--- src/rtl/reg_fifo.sv ---
// -----------------------------------------------------------------------------
// reg_fifo
//   Synchronous FIFO that sits directly upstream of the 32-bit register stage.
//   It absorbs bursts from the producer and hands words out one per accepted
//   read, on a registered output that drives the register's data input.
//
// Ports
//   clk    : rising-edge clock
//   reset  : asynchronous active-low reset; clears pointers, count, O, flags
//   I      : write data (N bits)
//   wr_en  : write request; accepted only when not full
//   rd_en  : read request; accepted only when not empty
//   O      : registered read data; valid one cycle after the accepting edge,
//            holds its value between reads
//   full   : count == DEPTH (decoded combinationally from count)
//   empty  : count == 0     (decoded combinationally from count)
//   count  : stored words, 0..DEPTH
//   ovf    : sticky, set by a write attempted while full
//   unf    : sticky, set by a read attempted while empty
// -----------------------------------------------------------------------------
module reg_fifo #(
    parameter int N     = 32,
    parameter int DEPTH = 4,
    parameter int AW    = 2
) (
    input  logic          clk,
    input  logic          reset,
    input  logic [N-1:0]  I,
    input  logic          wr_en,
    input  logic          rd_en,
    output logic [N-1:0]  O,
    output logic          full,
    output logic          empty,
    output logic [AW:0]   count,
    output logic          ovf,
    output logic          unf
);

    localparam logic [AW:0] DEPTH_C = (AW+1)'(DEPTH);

    logic [N-1:0]  r_mem [DEPTH];
    logic [AW-1:0] r_wptr;
    logic [AW-1:0] r_rptr;
    logic [AW:0]   r_count;
    logic [N-1:0]  r_o;
    logic          r_ovf;
    logic          r_unf;

    logic          w_full;
    logic          w_empty;
    logic          w_wr_acc;
    logic          w_rd_acc;

    // Status comes straight from the registered count so that the accept
    // decisions below see the state as it was before the edge; a full FIFO
    // cannot reuse the slot freed by a same-cycle read.
    assign w_full   = (r_count == DEPTH_C);
    assign w_empty  = (r_count == '0);
    assign w_wr_acc = wr_en & ~w_full;
    assign w_rd_acc = rd_en & ~w_empty;

    // Storage has no reset: its contents are meaningless until written and
    // the pointers/count fully describe which entries are live.
    always_ff @(posedge clk) begin
        if (w_wr_acc) begin
            r_mem[r_wptr] <= I;
        end
    end

    // Pointers wrap naturally because they are exactly AW bits wide and
    // DEPTH is a power of two.
    always_ff @(posedge clk or negedge reset) begin
        if (!reset) begin
            r_wptr <= '0;
            r_rptr <= '0;
        end else begin
            if (w_wr_acc) r_wptr <= r_wptr + AW'(1);
            if (w_rd_acc) r_rptr <= r_rptr + AW'(1);
        end
    end

    // Count moves only when exactly one side is accepted.
    always_ff @(posedge clk or negedge reset) begin
        if (!reset) begin
            r_count <= '0;
        end else if (w_wr_acc && !w_rd_acc) begin
            r_count <= r_count + (AW+1)'(1);
        end else if (w_rd_acc && !w_wr_acc) begin
            r_count <= r_count - (AW+1)'(1);
        end
    end

    // Output register: reads from the old rptr entry, so a write into an
    // empty FIFO is never forwarded to O in the same cycle.
    always_ff @(posedge clk or negedge reset) begin
        if (!reset) begin
            r_o <= '0;
        end else if (w_rd_acc) begin
            r_o <= r_mem[r_rptr];
        end
    end

    // Sticky error flags, cleared only by reset.
    always_ff @(posedge clk or negedge reset) begin
        if (!reset) begin
            r_ovf <= 1'b0;
            r_unf <= 1'b0;
        end else begin
            if (wr_en && w_full)  r_ovf <= 1'b1;
            if (rd_en && w_empty) r_unf <= 1'b1;
        end
    end

    assign O     = r_o;
    assign full  = w_full;
    assign empty = w_empty;
    assign count = r_count;
    assign ovf   = r_ovf;
    assign unf   = r_unf;

endmodule

--- config.mk ---
export PLATFORM = sky130hd
export DESIGN_NAME = reg_fifo
export DESIGN_NICKNAME = d
export VERILOG_FILES = /design/src/rtl/reg_fifo.sv
export SDC_FILE = /design/constraint.sdc
export NUM_CORES = 1
export LEC_CHECK = 0
export ABC_AREA = 1
export BUFFER_PORTS_ARGS = -buffer_cell sky130_fd_sc_hd__buf_2
export CAP_MARGIN = 20
export CORE_MARGIN = 4
export CORE_UTILIZATION = 53
export DETAILED_ROUTE_END_ITERATION = 10
export PLACE_DENSITY = 0.82
export SYNTH_ARGS = -nofsm -noshare
export SYNTH_HDL_FRONTEND = slang
export SYNTH_SLANG_ARGS = --single-unit
export TNS_END_PERCENT = 30
--- constraint.sdc ---
create_clock -name clk -period 2.5 [get_ports clk]
set_input_delay 0.125 -clock clk [delete_from_list [all_inputs] [get_ports clk]]
set_output_delay 0.125 -clock clk [all_outputs]
set_load 0.05 [all_outputs]
Yosys cells after proc, flatten, opt, wreduce, memory -nomap -nowiden:

Memory sizes are Yosys's and may differ from the RTL's. A register that Yosys moved wholly into a read port is not among the register bits.
Index checks and enable logic that the tools add are counted.

* register bits: 9
* latch bits: 0
* RAM bits: 128
* memory bits (read-only): 0
* input port bits: 36
* output and inout bits: 39
* logic and storage cells: 28
* memories kept: 1

Memories
* r_mem: depth 4, width 32, rd ports 1, clocked after Yosys merged registers in 1, wr ports 1, line 41 `logic [N-1:0] r_mem [DEPTH];`

* add/subtract/negate cells: 4
* $mul: 0
* divide/modulo/power cells: 0
* $lt $le $gt $ge: 0
* equal/unequal tests: 1
* shifts and indexed selects: 0
* multiplexer cells: 4
* bitwise logic cells: 4
* reduce and logical (&&, ||, !) cells: 9

Operators with widths (number)
* 2-to-1 mux 3 bit: 2
* adder 2 x 1 -> 2 bit, second input constant: 2
* logical AND 1 bit: 4
* adder 3 x 1 -> 3 bit, second input constant: 1
* equality test 3 bit, second input constant: 1
* zero test 1 bit: 3
* zero test 3 bit: 1
* subtractor 3 x 1 -> 3 bit, second input constant: 1
* AND 1 bit: 2
* 2-to-1 mux 1 bit: 2
* inverter 1 bit: 2
* nonzero test 2 bit: 1

Depth between registers and ports, before layout:

Gate-level depths: netlist of the first run.

* word-level depth: 7
* gate-level depth with buffers: 11
* depth with buffers taken out: 11

Least setup slack after synthesis of the first run:

No wires, ideal clock.

* path type: register -> register
* start point: reg r_count[0] (netlist: count[0])
* end point: mem r_mem[0][0] (enable)
* setup time: 421 ps
* data arrival time: 2439 ps
* data required time: 2079 ps
* slack: -360 ps
* cell stages (with the launch flop): 5
* buffers on the path: 0
* period minus slack after synthesis: 2860 ps
* cell sequence: dfrtp_1 -> nor2_4 -> nand2_1 -> nand2_1 -> nor2_1

* word-level cells in the longest chain between the ends: 5

Ends and longest elaborated chain
* from (decl): line 44 `logic [AW:0] r_count;`
* from (signal assigned): line 87 `r_count <= r_count + (AW+1)'(1);`
* from (signal assigned): line 89 `r_count <= r_count - (AW+1)'(1);`
* equality test 3 bit: line 57 `assign w_full = (r_count == DEPTH_C);`
* inverter 1 bit: line 59 `assign w_wr_acc = wr_en & ~w_full;`
* AND 1 bit: line 59
* 2-to-1 mux 1 bit: line 65 `if (w_wr_acc) begin`
* 2-to-1 mux 1 bit (not written as such): line 66 `r_mem[r_wptr] <= I;`
* to (decl): line 41

No other way between the ends.

Worst setup path in the final report of the first run:

* start point: reg r_count[0] (netlist: count[0])
* end point: reg r_count[2] (netlist: count[2])

* word-level cells in the longest chain between the ends: 6
* elaborated cells between the ends (all ways): 15
* classes of those cells: add/sub: 2; eq/ne: 1; mux: 2; bitwise: 4; reduce/logical: 6

Ends and longest elaborated chain
* equality test 3 bit (*): line 57
* inverter 1 bit (*): line 59
* AND 1 bit (*): line 59
* net w_wr_acc: line 51 `logic w_wr_acc;`
* zero test 1 bit: line 88 `end else if (w_rd_acc && !w_wr_acc) begin`
* logical AND 1 bit: line 88
* nonzero test 2 bit (no source line)

The timed path passes the listed nets; every way through them passes the cells marked *. The select of a mux whose other input is x is not followed.
A chain may end at the register's enable or synchronous reset.

==> impl_summary.md, run 1 <==
Critical path
Traced cell by cell, the critical path runs through nor2_4, nand2_1, nand2_1, inv_1, ha_1, inv_1, fa_1, nand2_1, nand3_1, xor2_1. The most numerous cell type found on the critical path is sky130_fd_sc_hd__nand2_1. For this run, the slowest stage of the critical path takes 0.47 ns. The category of cells accounting for the largest share of critical-path delay is adder cells. The worst register-to-register path begins at count[0]. The largest individual stage delay along the critical path comes from the cell sky130_fd_sc_hd__dfrtp_1. The critical path in this run is classified as flop to flop.

Data arrives at the worst endpoint at 2.14 ns. The critical path starts at count[0]. The largest fanout on the critical path is 4. The worst setup path is launched from a flop. Together, buffers and inverters on the worst path number 2. The capture point of the worst path is count[2].

The worst setup path is captured at a flop. The required time at the worst-slack endpoint is 2.80 ns. In this run the critical register-to-register path is captured at count[2]. The depth of the worst register-to-register path is 10.

The register-to-register setup slack is between 0.6 and 0.7 ns. The instance count on the critical path is 10.

Floorplanning
The total number of placement rows is 42. The number of placed I/O pins is 75. The die is 124 um tall.

The total core area is 13190 um^2. The initial utilization of the core area, before any placement, comes to a little over half. The die outline width is around 120 um.

The total die area is between 15000 and 20000 um^2.

Routing
After detailed routing, the number of remaining DRC violations is 0. The total wire length is 14.24 mm. The count of vias placed by the detailed router is 4778.

After detailed routing, the average wire length per cell comes to 14.30 um. In this run, the number of DRC markers left after iteration 0 of detailed routing was 332. The final antenna-violating net count is 0.

The number of detailed-routing iterations run before antenna repair is 4. After detailed routing, the number of vias per cell comes to 4.797.

Clocking
The number of clock buffers inserted by TritonCTS is 17. Once the clock tree was built, the resizer swapped 0 gates to a different size. For the worst-skew pair, the clock arrives at the later sink with an insertion delay of 0.42 ns.

The clock tree from TritonCTS is yes. The clock passes through at most 2 buffers. The number of hold buffers added after CTS is 35. The post-CTS setup buffer count is 0. For this design, the sink count on the clock tree is 169. After clock tree synthesis, the clock-pin slew on the worst setup and hold paths is 0.06 ns. In this run the clock root is driven by a sky130_fd_sc_hd__clkbuf_16. The H-tree depth reported by CTS is 4.

Global route
The first-pass GRT wire length is about 23 mm. Global routing finished with a remaining overflow of 0. In the global route stage, overall resource usage came out at 19.96%. Entering global routing, the biggest net connects 66 pins.

The via count of the first global-routing pass came to ~4800. The initial antenna violation count is 0.

Place
In this run, placement finished with an instance count of around 930. The routability-driven placement congestion ratio is 0.7181. Summed over all nets, the half-perimeter wirelength after detailed placement is 8.398 mm. The count of input and output buffers is between 70 and 80. Timing analysis after detailed placement gives a worst setup slack of 0.6745 ns. The cell area after placement is 7665 um^2.

Final layout
In the final layout, the share of cells above drive strength 1 is between 10% and 20%. 0 antenna diodes ended up in the layout. In the layout the commonest cells are 267 x sky130_fd_sc_hd__nand2_1, 141 x sky130_fd_sc_hd__inv_1, 128 x sky130_fd_sc_hd__edfxtp_1. The area growth from synthesis to layout is 20.82%. Once layout is done, the placed cells without fillers occupy ~8600 um^2.

The most common library cell in the layout ignoring fill and taps is sky130_fd_sc_hd__nand2_1. The finished layout holds 996 standard cells, fillers aside. For this run, the post-layout net count is 849.

STA
The max-slew headroom at the worst pin is 37.19%. The highest clock frequency the design can meet is 543.2 MHz. The final period utilization is 73.64%. Hold timing on the final database bottoms out at a slack of between 0.3 and 0.4 ns. The final-report hold violation count is 0. Subtracting the final worst setup slack from the clock period gives 1.841 ns.

Setup repair after global routing left no endpoint under its margin. In the post-route analysis, the smallest setup slack over all paths is between 0.6 and 0.7 ns. The final number of max-transition violations is 0. For the pin with the worst max-slew slack, the measured transition is about 0.94 ns. Between clock sinks in the finished design, the worst skew comes to 0.009911 ns. Setup violations remaining at the end of the flow were counted as 0.

Logic synthesis
The synthesized netlist net count is between 700 and 800. The synthesized instance count is 693. Summing the sequential cell areas from Yosys gives 68.28% of the chip area. The biggest area contributor in the post-synthesis netlist is sky130_fd_sc_hd__edfxtp_1.

After synthesis, the largest area contributor takes up 53.89% of total cell area. The mean instance size in the synthesized netlist is 10.29 um^2. The flip-flop and latch count after synthesis is between 150 and 200. For this run, the number of Yosys warnings is 0. The post-synthesis instance area is 7132 um^2.

In the post-synthesis netlist, the biggest area contributors are sky130_fd_sc_hd__edfxtp_1 54%, sky130_fd_sc_hd__dfrtp_1 14%, sky130_fd_sc_hd__nand2_1 14%. The count of different cell masters after synthesis is 22.

Job
The max-capacitance violation count is 0.

Worst hold path
The type of the worst min-delay path is primary input to asynchronous set/reset pin.

Power and ir drop
The power density of the placed cells is 1256 nW/um^2. The total design power is about 11 mW. VDD sags by at most 0.0005634 V.

For this design the static power due to leakage is approximately 4.2 nW.

Outcome
The run finished with clean final reports.
==> synthesized netlist by cell type <==
library cell / number
sky130_fd_sc_hd__inv_2: 2
sky130_fd_sc_hd__fa_1: 1
sky130_fd_sc_hd__inv_4: 1
sky130_fd_sc_hd__xor2_1: 3
sky130_fd_sc_hd__nand2_2: 1
sky130_fd_sc_hd__nor2_1: 4
sky130_fd_sc_hd__nand2_1: 267
sky130_fd_sc_hd__o21ai_1: 1
sky130_fd_sc_hd__a31o_2: 2
sky130_fd_sc_hd__nor2_4: 1
sky130_fd_sc_hd__xnor2_1: 2
sky130_fd_sc_hd__buf_6: 9
sky130_fd_sc_hd__edfxtp_1: 128
sky130_fd_sc_hd__buf_2: 12
sky130_fd_sc_hd__nand2_4: 1
sky130_fd_sc_hd__clkbuf_1: 1
sky130_fd_sc_hd__ha_1: 5
sky130_fd_sc_hd__dfrtp_1: 41
sky130_fd_sc_hd__buf_1: 1
sky130_fd_sc_hd__buf_4: 4
sky130_fd_sc_hd__nand3_1: 65
sky130_fd_sc_hd__inv_1: 141
==> worst min path at each step <==
stage,start,to,slack [ns],cells past startpoint
2_1_floorplan,reset,O[0],-0.17,0
3_3_place_gp,reset,O[7],0.29,1
3_5_place_dp,reset,O[7],0.31,1
5_1_grt,I[28],r_mem[1][28],0.46,2
6_report,reset,O[8],0.39,2
4_1_cts,reset,O[8],0.40,2
==> kinds of logic after synthesis <==
logic type | share of synthesized area, %
compound gates | 0.3158
buf+inv | 10.40
xor+xnor | 0.6141
simple gates | 19.23
flops | 68.28
fa+ha+maj | 1.158
==> metal layers <==
metal | wire length [um] | vias up | track usage [%]
met3 | 864 | 19 | 5.132
li1 | - | 2360 | -
met1 | 5859 | 2260 | 24.48
met2 | 7352 | 139 | 34.10
met4 | 163 | 0 | 7.529
met5 | 0 | - | 0
==> area by class of cell <==
type,instances,area [um^2]
Clock buffer,22,485.5
Clock inverter,10,116.4
Fill cell,979,4573
Inverter,144,543.0
Multi-Input combinational cell,353,1550
Sequential cell,169,4871
Tap cell,176,220.2
Timing Repair Buffer,122,830.8
==> registers in the layout (all words and copies together), names as in the netlist <==
name    count
unf         1
count       3
ovf         1
r_mem     128
r_wptr      2
O          32
r_rptr      2
==> power by group <==
| part | switching (mW) | total (mW) | internal, mW | leakage (nW) |
|---|---|---|---|---|
| clock | 1.03 | 2.61 | 1.58 | 0.291 |
| sequential | 0.288 | 4.10 | 3.81 | 1.67 |
| combinational | 3.05 | 4.11 | 1.07 | 2.22 |
==> through the flow <==
step	utilization (%)	setup TNS [ns]
final	65.33	0
after global routing	65.33	0
after CTS	65.33	0
after detailed placement	58.11	0
after global placement	58.11	0
after floorplan	-	-46.14
No activity file was read; power rests on OpenSTA's default activity.
==> inputs of run 2 (changes only) <==
==> constraint.sdc (replaced) <==
create_clock -name clk -period 1.6 [get_ports clk]
set_input_delay 0.08 -clock clk [delete_from_list [all_inputs] [get_ports clk]]
set_output_delay 0.08 -clock clk [all_outputs]
set_load 0.05 [all_outputs]
==> impl_summary.md, run 2 (synthesized netlist as in run 1, its figures left out) <==
Critical path
The largest fanout on the critical path is 3 (was 4). The delay of the slowest cell on the worst path is 0.42 ns (was 0.47 ns). Critical Path, Cell by Cell: nor2_4, nand2_2, nand2_4, ha_4, inv_2, fa_2, nand2_1, nand3_1, xor2_1 (was nor2_4, nand2_1, nand2_1, inv_1, ha_1, inv_1, fa_1, nand2_1, nand3_1, xor2_1). The nature of the critical path startpoint is a flop (unchanged). The sort of element at the end of the critical path is a flop (unchanged). The worst-path cell with the longest stage delay was sky130_fd_sc_hd__dfrtp_2 (was sky130_fd_sc_hd__dfrtp_1). The required time at the worst-slack endpoint came to 1.91 ns (was 2.80 ns). The signal arrival time at the worst endpoint is 1.95 ns (was 2.14 ns). The category of the most critical setup path is flop to flop (unchanged). The register-to-register setup slack is -0.04 ns (was 0.66 ns).

Global route
The first-pass GRT wire length came to 23.57 mm (was 22.91 mm). The via count of the first global-routing pass is 4980 (was 4782). The total routing resource utilization after global routing is 20.65% (was 19.96%). The initial antenna violation count is 0 (unchanged). The total global routing overflow is 0 (unchanged). The pin count of the biggest net entering global routing is 48 (was 66).

Final layout
The total number of nets in the final design came to 868 (was 849). The signed area change from the synthesized netlist to the final layout is 25.33% (was 20.82%). The number of antenna cells inserted is 0 (unchanged). The final instance count without filler cells is 1015 (was 996). The area of all placed cells without fillers was 8939 um^2 (was 8617 um^2).

The flip-flop count of the largest register after layout is 128 (unchanged). The layout cell share with drive strength beyond 1 is 18.95% (was 15.85%). The fill cell total of the finished layout was 929 (was 979). The most common library cell in the layout ignoring fill and taps is sky130_fd_sc_hd__nand2_1 (unchanged). The register containing the most flip-flops in the final layout is r_mem (unchanged).

Leading cell types in the layout, fill and taps excluded: 265 x sky130_fd_sc_hd__nand2_1, 139 x sky130_fd_sc_hd__inv_1, 128 x sky130_fd_sc_hd__edfxtp_1 (was 267 x sky130_fd_sc_hd__nand2_1, 141 x sky130_fd_sc_hd__inv_1, 128 x sky130_fd_sc_hd__edfxtp_1). The final standard cell utilization of the core is 67.77% (was 65.33%).

STA
The max-slew headroom at the worst pin came to 64.05% (was 37.19%). The final-report hold violation count is 0 (unchanged). The highest clock frequency the design can meet is 609.3 MHz (was 543.2 MHz).

The clock tree skew after final layout came to 0.01063 ns (was 0.009911 ns). The final number of max-transition violations is 0 (unchanged). The final critical path time including I/O delays and setup is 1.641 ns (was 1.841 ns). The setup violation total in the final timing report is 2 (was 0).

The slack of the critical path came to -0.04119 ns (was 0.6589 ns). The final period utilization is 102.6% (was 73.64%). The total negative slack for setup checks is -0.05296 ns (was 0 ns). The slew of the pin with the lowest slew margin is 0.5392 ns (was 0.9421 ns). Setup repair after global routing missed its margin: yes (was no).

Routing
The via density per instance was 4.819 (was 4.797). The final antenna-violating net count is 0 (unchanged). The detailed-route wire length per cell is 14.46 um (was 14.30 um). The total wire length is 14.68 mm (was 14.24 mm). The detailed router's first-iteration violation count is 371 (was 332). The count of vias placed by the detailed router is 4891 (was 4778). The number of design rule violations left after detail routing is 0 (unchanged).

The number of detailed-routing iterations run before antenna repair is 5 (was 4).

Job
The max-capacitance violation count is 0 (unchanged).

Power and ir drop
The cell internal power dissipation is 10.86 mW (was 6.460 mW). The worst vdd rail ir drop is 0.001076 V (was 0.0005634 V). The power density of the placed cells was 2008 nW/um^2 (was 1256 nW/um^2). The leakage power of the design is 4.312 nW (was 4.173 nW). The switching component of the power is 7.091 mW (was 4.360 mW).

The proportion of power drawn by flip-flops and latches is 35.8% (was 37.9%). The fraction of power spent switching nets is 39.50% (was 40.30%). The share of total power in the clock network came to 25.2% (was 24.1%). The combinational fraction of design power is 39.0% (was 38.0%).

Clocking
The H-tree depth reported by CTS is 4 (unchanged). The clock tree root buffer cell is sky130_fd_sc_hd__clkbuf_16 (unchanged). The maximum buffer depth of the clock tree is 2 (unchanged). The clock transition at the register clock pins on the worst setup and hold paths after CTS is 0.06 ns (about the same). The clock tree from TritonCTS is yes (unchanged). The number of clock buffers inserted by TritonCTS came to 17 (unchanged). The CTS sink count is 169 (unchanged).

The insertion delay of the later-clocked pin in the worst-skew pair is 0.43 ns (was 0.42 ns).

Floorplanning
The total die area was 15380 um^2 (unchanged). The total core area is 13190 um^2 (unchanged). The initial standard-cell utilization of the core is 54.07% (unchanged). The number of placed I/O pins is 75 (unchanged). The die height was 124 um (unchanged).

The die outline width is 124 um (unchanged). The total number of placement rows came to 42 (unchanged).

Outcome
The checks that failed: setup timing. Outcome: complete, but fails checks (was complete, no violations).

Place
The cell area after placement is 7884 um^2 (was 7665 um^2). The HPWL after detailed placement came to 8.920 mm (was 8.398 mm). The routability-driven placement congestion ratio is 0.7312 (was 0.7181).

The placed instance count is 943 (was 929). The count of input and output buffers is 74 (unchanged). The worst slack after detailed placement is -0.09904 ns (was 0.6745 ns).

Worst hold path
The type of the worst min-delay path was primary input to asynchronous set/reset pin (unchanged).
-- run 2: cell types whose count changed in the layout (fill, tap and decap cells not counted), sizes merged --
| cell | before | now |
|---|---|---|
| inv | 144 | 151 |
| clkinvlp | 2 | 1 |
| clkbuf | 22 | 19 |
| buf | 87 | 105 |
| bufinv | 2 | 5 |
| clkinv | 6 | 1 |
-- run 2: worst paths after layout --
kind / from / endpoint / cells after the start
setup / recovery: count[1] / count[2] / 9
hold / removal: reset / O[16] / 2
setup reg to reg: count[1] / count[2] / 9
hold reg to reg: unf / unf / 1
max in group asynchronous: reset / count[2] / 3
min in group clk: I[19] / r_mem[1][19] / 2
-- run 2: metal layers --
layer,track usage (%),wire length [um]
met3,6.903,994
met2,36.09,7702
met4,7.118,180
met1,23.83,5804
met5,0,0
-- run 2: metrics by stage --
stage                     hold slack, ns  power [mW]
after global routing              0.1808       19.03
final                             0.1706       17.95
after floorplan                  -0.2156       11.43
after global placement           0.08320       13.06
after CTS                         0.1766       18.00
after detailed placement         0.08922       13.30
-- run 2: power groups by stage --
stage,registers [mW],clock network (mW),logic (mW)
after global placement,6.45,0,6.61
after CTS,6.43,4.57,7.00
final,6.43,4.52,7.00
after global routing,6.53,4.80,7.70
after floorplan,8.01,0,3.42
after detailed placement,6.50,0,6.80
-- run 2: layout make-up --
| class | instances | area (um^2) | area share (%) |
|---|---|---|---|
| timing repair buffer | 141 | 1066 | 11.93 |
| clock inverter | 14 | 230.2 | 2.576 |
| inverter | 144 | 543.0 | 6.075 |
| clock buffer | 18 | 429.2 | 4.801 |
| tap | 176 | 220.2 | 2.464 |
| multi-input combinational | 353 | 1575 | 17.62 |
| sequential | 169 | 4875 | 54.54 |
-- run 2: critical path, delay by kind of cell, from the launching register on --
family | cells | cell delay [ns]
xor gates and xnor gates | 1 | 0.16
adders and majority gates | 2 | 0.46
buffers and inverters | 1 | 0.04
DFF | 1 | 0.42
and+or+nand+nor | 5 | 0.45
-- run 2: timing repair --
item	CTS	global route
pin swaps	9	2
resized for setup	2	3
endpoints found under the setup margin	2	37
buffers inserted	3	2
hold buffers	35	0
hold endpoints to repair	148	0
